**src/rtl/wb_arbiter.sv**
```systemverilog
// Round-robin Wishbone classic arbiter: grants whole cyc-framed cycles, one cycle arbitration latency.
// Losers wait without stalling the winner; a watchdog aborts stb-without-ack with a one-cycle err.
module wb_arbiter #(
  parameter int NUM_MASTERS    = 2,
  parameter int ADDR_WIDTH     = 32,
  parameter int DATA_WIDTH     = 32,
  parameter int TIMEOUT_CYCLES = 255
) (
  input  logic                                clk_i,
  input  logic                                rst_i,
  input  logic [NUM_MASTERS-1:0]              m_cyc_i,
  input  logic [NUM_MASTERS-1:0]              m_stb_i,
  input  logic [NUM_MASTERS-1:0]              m_we_i,
  input  logic [NUM_MASTERS*ADDR_WIDTH-1:0]   m_adr_i,
  input  logic [NUM_MASTERS*DATA_WIDTH-1:0]   m_dat_i,
  input  logic [NUM_MASTERS*DATA_WIDTH/8-1:0] m_sel_i,
  output logic [NUM_MASTERS-1:0]              m_ack_o,
  output logic [NUM_MASTERS-1:0]              m_err_o,
  output logic [DATA_WIDTH-1:0]               m_dat_o,
  output logic                                s_cyc_o,
  output logic                                s_stb_o,
  output logic                                s_we_o,
  output logic [ADDR_WIDTH-1:0]               s_adr_o,
  output logic [DATA_WIDTH-1:0]               s_dat_o,
  output logic [DATA_WIDTH/8-1:0]             s_sel_o,
  input  logic                                s_ack_i,
  input  logic [DATA_WIDTH-1:0]               s_dat_i,
  output logic [NUM_MASTERS-1:0]              grant_o
);
  localparam int SW = DATA_WIDTH / 8;
  localparam int IW = (NUM_MASTERS > 1) ? $clog2(NUM_MASTERS) : 1;
  localparam int CW = (TIMEOUT_CYCLES > 1) ? $clog2(TIMEOUT_CYCLES) : 1;

  localparam logic [0:0]    IDLE     = 1'b0;
  localparam logic [0:0]    BUSY     = 1'b1;
  localparam logic [CW-1:0] CNT_LAST = CW'((TIMEOUT_CYCLES > 0) ? TIMEOUT_CYCLES - 1 : 0);
  localparam logic [IW-1:0] LAST_IDX = IW'(NUM_MASTERS - 1);

  logic [0:0]             state_q;
  logic [NUM_MASTERS-1:0] grant_q;
  logic [IW-1:0]          gidx_q;
  logic [IW-1:0]          ptr_q;
  logic [CW-1:0]          wd_cnt_q;
  logic [IW-1:0]          pick;
  logic [IW-1:0]          k_idx;
  logic                   pick_vld;
  logic                   busy;
  logic                   cyc_g;
  logic                   stb_g;
  logic                   stalled;
  logic                   wd_fire;

  // Scan from the farthest offset down so the requester nearest the pointer wins.
  always_comb begin
    int k;
    k        = 0;
    k_idx    = '0;
    pick     = ptr_q;
    pick_vld = 1'b0;
    for (int i = NUM_MASTERS - 1; i >= 0; i--) begin
      k = int'(ptr_q) + i;
      if (k >= NUM_MASTERS) k = k - NUM_MASTERS;
      k_idx = IW'(k);
      if (m_cyc_i[k_idx]) begin
        pick     = k_idx;
        pick_vld = 1'b1;
      end
    end
  end

  assign busy    = (state_q == BUSY);
  assign cyc_g   = busy & m_cyc_i[gidx_q];
  assign stb_g   = cyc_g & m_stb_i[gidx_q];
  assign stalled = stb_g & ~s_ack_i;
  // An ack on the final stalled cycle is not a stall, so ack beats the abort.
  assign wd_fire = (TIMEOUT_CYCLES > 0) && stalled && (wd_cnt_q == CNT_LAST);

  assign s_cyc_o = cyc_g;
  assign s_stb_o = stb_g & ~wd_fire;
  assign s_we_o  = busy & m_we_i[gidx_q];
  assign s_adr_o = busy ? m_adr_i[int'(gidx_q)*ADDR_WIDTH +: ADDR_WIDTH] : '0;
  assign s_dat_o = busy ? m_dat_i[int'(gidx_q)*DATA_WIDTH +: DATA_WIDTH] : '0;
  assign s_sel_o = busy ? m_sel_i[int'(gidx_q)*SW +: SW] : '0;
  assign m_dat_o = s_dat_i;
  assign grant_o = grant_q;

  always_comb begin
    m_ack_o = '0;
    m_err_o = '0;
    if (busy) begin
      m_ack_o[gidx_q] = s_ack_i & m_stb_i[gidx_q];
      m_err_o[gidx_q] = wd_fire;
    end
  end

  always_ff @(posedge clk_i or negedge rst_i) begin
    if (!rst_i) begin
      state_q  <= IDLE;
      grant_q  <= '0;
      gidx_q   <= '0;
      ptr_q    <= '0;
      wd_cnt_q <= '0;
    end else begin
      case (state_q)
        IDLE: begin
          if (pick_vld) begin
            state_q  <= BUSY;
            grant_q  <= NUM_MASTERS'(1) << pick;
            gidx_q   <= pick;
            wd_cnt_q <= '0;
          end
        end
        default: begin
          if (!cyc_g) begin
            state_q  <= IDLE;
            grant_q  <= '0;
            ptr_q    <= (gidx_q == LAST_IDX) ? '0 : gidx_q + 1'b1;
            wd_cnt_q <= '0;
          end else if (stalled && !wd_fire) begin
            wd_cnt_q <= wd_cnt_q + 1'b1;
          end else begin
            wd_cnt_q <= '0;
          end
        end
      endcase
    end
  end
endmodule

```
**config.mk**
```make
export PLATFORM = sky130hd
export DESIGN_NAME = wb_arbiter
export DESIGN_NICKNAME = d
export VERILOG_FILES = /design/src/rtl/wb_arbiter.sv
export SDC_FILE = /design/constraint.sdc
export NUM_CORES = 1
export LEC_CHECK = 0
export CAP_MARGIN = 20
export CELL_PAD_IN_SITES_DETAIL_PLACEMENT = 2
export CELL_PAD_IN_SITES_GLOBAL_PLACEMENT = 2
export CORE_ASPECT_RATIO = 1.1
export CORE_UTILIZATION = 10
export DETAILED_ROUTE_END_ITERATION = 16
export GPL_TIMING_DRIVEN = 0
export PLACE_DENSITY = 0.9
export SLEW_MARGIN = 20
export SYNTH_ARGS = -nofsm -noshare
export SYNTH_HDL_FRONTEND = slang
export SYNTH_SLANG_ARGS = --single-unit
```
**constraint.sdc**
```tcl
create_clock -name clk_i -period 2.5 [get_ports clk_i]
set_input_delay 0.625 -clock clk_i [delete_from_list [all_inputs] [get_ports clk_i]]
set_output_delay 0.625 -clock clk_i [all_outputs]
set_load 0.005 [all_outputs]
```
# == Yosys cells after proc, flatten, opt, wreduce, memory -nomap -nowiden ==
# Index checks and enable logic that the tools add are counted.
# word_totals
register_bits,13
in_bits,177
output_inout_bits,109
elab_cells,76
# op_classes
addsub,5
n_lt_le_gt_ge,6
n_eq_ne,2
n_shift,4
muxes,34
bitwise_logic,12
n_reduce_logical,8
# ops
cell,count
variable part select 64 x 7 -> 32 bit,2
two-way mux 32 bit,2
two-way mux 8 bit,4
two-way mux 1 bit,21
two-way mux 2 bit,5
adder 8 x 1 -> 8 bit (second input constant),1
equality test 8 bit (second input constant),1
variable part select 8 x 4 -> 4 bit,1
AND 1 bit,6
< comparator 1 x 2 -> 1 bit (second input constant),3
AND reduction 2 bit,3
AND 2 bit,2
two-way mux 4 bit,1
inverter 1 bit,4
logical AND 1 bit,3
adder 1 x 1 -> 2 bit (second input constant),1
>= comparator 1 x 2 -> 1 bit (second input constant),1
>= comparator 2 bit (second input constant),1
inequality test 2 bit (second input constant),1
nonzero test 2 bit,1
left shift 1 x 1 -> 2 bit (first input constant),1
subtractor 1 bit (second input constant),2
adder 1 bit (second input constant),1
demux 1 bit (select 1 bit),1
other kinds (2),2

# == Logic depth before layout (Yosys ltp) ==
# depth
word_depth,11
ltp_mapped,6
mapped_depth_nobuf,6

# == Worst setup path before layout ==
# No wires, ideal clock.
# synth_path
path_kind,input port to output port
from,input port m_stb_i[1]
to,output port s_stb_o
arrival_time_ns,1.367
required_ns,1.875
path_slack_ns,0.508
path_stages,4
path_buffers,0
path_cell_list,nand4_2 > a21o_2 > or2_4 > a21boi_1
# synth_via
elab_chain_len,7
# synth_rtl
item,line,source
from (decl),12,"input logic [NUM_MASTERS-1:0] m_stb_i,"
two-way mux 1 bit (not written as such) * (2 in series),73,assign stb_g = cyc_g & m_stb_i[gidx_q];
AND 1 bit *,73,
AND 1 bit,74,assign stalled = stb_g & ~s_ack_i;
logical AND 1 bit,76,assign wd_fire = (TIMEOUT_CYCLES > 0) && stalled && (wd_cnt_q == CNT_LAST);
inverter 1 bit,79,assign s_stb_o = stb_g & ~wd_fire;
AND 1 bit *,79,
to (decl),21,"output logic s_stb_o,"
# Every way passes the cells marked *; elsewhere a longest branch is shown, timed or not. The select of a mux whose other input is x is not followed.

# == Worst setup path in the final report ==
# layout_path
from,register wd_cnt_q[1]
to,output port m_err_o[1]
# layout_via
elab_chain_len,4
# layout_rtl
item,line,source
from (decl),43,logic [CW-1:0] wd_cnt_q;
from (signal assigned),120,wd_cnt_q <= wd_cnt_q + 1'b1;
equality test 8 bit,76,
logical AND 1 bit,76,
AND 2 bit (no line),-,
two-way mux 2 bit,90,if (busy) begin
to (decl),18,"output logic [NUM_MASTERS-1:0] m_err_o,"
# Every way passes these cells.

==> flow_metrics.py <==
metrics = {
    "outcome": {
        "outcome": "finished, violations left",
        "failed_checks": "design-rule violations",
    },
    "hold_path": {
        "hold_path_depth": 2,
        "hp-start": "grant_o[0]",
        "holdPathEnd": "grant_o[0]",
        "min_path_type": "flop to flop",
    },
    "setup_path": {
        "worstPathRequired_ps": 1880,
        "startpoint_type": "flop",
        "worstPathArrival_ps": 1840,
        "worstReg2RegEnd": "wd_cnt_q[7]",
        "critPathCaptureType": "output port",
        "critPathLaunch": "wd_cnt_q[1]",
        "crit_type": "flop to output port",
        "timing.rr.start": "busy",
        "rrSetupSlack_ps": 710,
        "worst-path-max-fanout": 4,
        "reg2regPathDepth": 4,
    },
    "power": {
        "leakagePower_nw": 2.64,
        "combPwrFrac_pct": 79.9,
        "p_clk_share_pct": 10.9,
        "vdd_ir_drop_max_uv": 212,
        "p_int_mw": 1.80,
        "sequentialPowerShare_pct": 9.2,
        "switching_share_pct": 37.1,
        "cellPowerDensity_nw_per_um2": 541,
        "switching_power_mw": 1.06,
    },
    "cts": {
        "cts_max_level": 1,
        "clk_latency_ps": 240,
        "cts_made_buffers": 3,
        "cts_tree": "done",
        "clkSlewWorstSetupHoldPaths_ps": 50,
        "cts.sinks": 13,
        "cts_hold_buffers": 0,
        "root_buffer": "clkbuf_16",
        "clockBufferDepth": 2,
    },
    "sta": {
        "fin_crit_sh_pct": 98.6,
        "setup_violations": 0,
        "period_minus_slack_ps": 2470,
        "tightest_slew_ps": 1030,
        "max_freq_ghz": 0.406,
        "hold_violations": 0,
        "relSlewSlack_pct": 30.9,
        "slew_violations": 0,
        "rsz0062_at_grt": "true",
        "finClkSkew_ps": 2.26,
    },
    "layout": {
        "ff_latch_area_um2": 327,
        "n_antenna_cell": 0,
        "nets": 719,
        "instances_no_fill": 791,
        "multi_input_area_um2": 1430,
        "area_delta_synth_final_pct": 157,
        "fin_area_um2": 5280,
        "layout-drive-gt1-share_pct": 16.7,
        "final.fill_count": 2309,
    },
    "grt": {
        "grt_max_degree": 14,
        "grt_pass1_vias": 3488,
        "grt_usage_pct": 11.4,
        "antenna_found_initial": 0,
        "grt-ovfl-total": 0,
        "grt_pass1_wl_um": 19000,
    },
    "routing": {
        "drc": 9,
        "vias": 3013,
        "wl_per_cell_um": 15.7,
        "wl_um": 12400,
        "via_per_inst": 3.81,
        "drt_iter0_drc": 80,
        "dr.pass1.iters": 12,
        "antenna_left": 0,
    },
    "floorplan": {
        "start_util_pct": 10.3,
        "die_w_um": 139,
        "num_rows": 54,
        "die_h_um": 152,
        "core_um2": 20000,
        "top_level_ports": 286,
        "die_area_um2": 21100,
    },
    "run": {
        "cap_violations": 0,
    },
    "yosys": {
        "synth-async-reset-ratio_pct": 100,
        "syn_area_per_cell_um2": 7.49,
        "synth_top_cell_by_area": "mux2i_1",
        "synth_common_cells": "nor2_1, mux2i_1, buf_4",
        "synth_edf_count": 0,
        "ys_seq_area_share_pct": 15.9,
        "ys_ff_latch": 13,
        "syn_area_um2": 2050,
        "synth_nets": 453,
        "yosysMostFrequentCell": "nor2_1",
        "synth_top_area_share_pct": 34.1,
        "synth_cells": 274,
        "synth_cell_types": 32,
        "synth_ff_type": "dfrtp_1",
        "yosys_warnings": 0,
        "synth_area_leaders": "mux2i_1, dfrtp_1, nor2_1, buf_4, o21ai_0",
    },
    "placed_design": {
        "detailed_place_hpwl_um": 10400,
        "gp_congestion": 0.741,
        "dp_cells": 779,
        "portBuffers": 253,
        "place_area_um2": 4900,
    },
}
worst max path at each step:
stage                            end  slack, ps  depth (start not counted)
final                     m_err_o[1]         30                          6
after floorplan              s_stb_o        510                          4
after global placement    m_err_o[0]       -780                          6
after global routing      m_err_o[1]        -40                          7
after detailed placement  m_err_o[1]       -830                          6
after CTS                 s_sel_o[3]        -20                          6
cells by family after synthesis:
| kind of cell | after synthesis | synth area share [%] |
|---|---|---|
| flops | 13 | 15.9 |
| compound gates | 25 | 7.87 |
| simple gates | 109 | 23.7 |
| fa+ha+maj | 2 | 1.22 |
| buf+inv | 55 | 17.3 |
| mux | 70 | 34.1 |
layout by cell type, fill, tap and decap left out, types with 3 or more instances in the layout:
cell type,Yosys,routed
buf_6,1,5
nand3_1,4,4
clkbuf_16,0,3
buf_8,0,5
buf_4,32,44
clkdlybuf4s15_2,0,3
nand2_1,15,15
o21ai_0,12,12
mux2i_2,0,4
clkdlybuf4s50_1,0,206
a22oi_1,3,3
dlymetal6s2s_1,0,28
mux2i_1,70,65
inv_1,5,5
nor3_1,4,4
clkbuf_8,1,3
dlygate4sd2_1,0,12
dfrtp_1,13,12
nor2_2,0,5
nor2_1,76,70
area by class of cell:
class,count,share of cell area [%]
tap,252,5.97
timing repair buffer,261,49.9
clock buffer,3,1.42
buffer,50,9.01
multi-input combinational,206,27.1
inverter,5,0.356
sequential,13,6.19
clock inverter,1,0.0948
per-stage QoR:
stage          setup TNS, ps  setup WS, ps  hold slack, ps  power, mW  util, %
2_1_floorplan              0           508             329       1.22        -
3_3_place_gp          -28440          -782             526       2.36     24.5
3_5_place_dp          -31440          -830             525       2.41     24.5
4_1_cts                -63.2         -21.7             546       2.89     25.8
5_1_grt                -68.5         -40.7             575       3.06     26.4
6_report                   0          35.0             526       2.86     26.4
worst max-delay path: stages, from the launching register on:
cell and delay [ps]:
dfrtp_1 410, ha_1 170, nand2_1 50, or3_4 390, or2_4 280, nor2_2 100
clkdlybuf4s15_2 210
repair_timing:
| action | in CTS | in global routing |
|---|---|---|
| buffers inserted | 6 | 2 |
| endpoints found under the setup margin | 75 | 62 |
| pin swaps | 4 | 0 |
| resized for setup | 86 | 46 |
registers in the layout, indices dropped and copies added (netlist names):
name      cells
gidx_q        1
ptr_q         1
busy          1
grant_o       2
wd_cnt_q      8
power by group through the flow:
stage	Combinational (mW)	Sequential (mW)	Clock, mW
2_1_floorplan	0.954	0.261	0
3_3_place_gp	2.10	0.267	0
3_5_place_dp	2.15	0.268	0
4_1_cts	2.31	0.264	0.317
5_1_grt	2.47	0.267	0.322
6_report	2.28	0.262	0.311
metal layers:
layer	global-route usage, %	vias to the layer above	part of all wire [%]
met2	23.7	148	57
li1	-	1429	-
met3	2.01	10	5.6
met5	0	-	0
met4	1.39	0	1.2
met1	11.8	1426	36
Power figures use the tool's default switching activity.
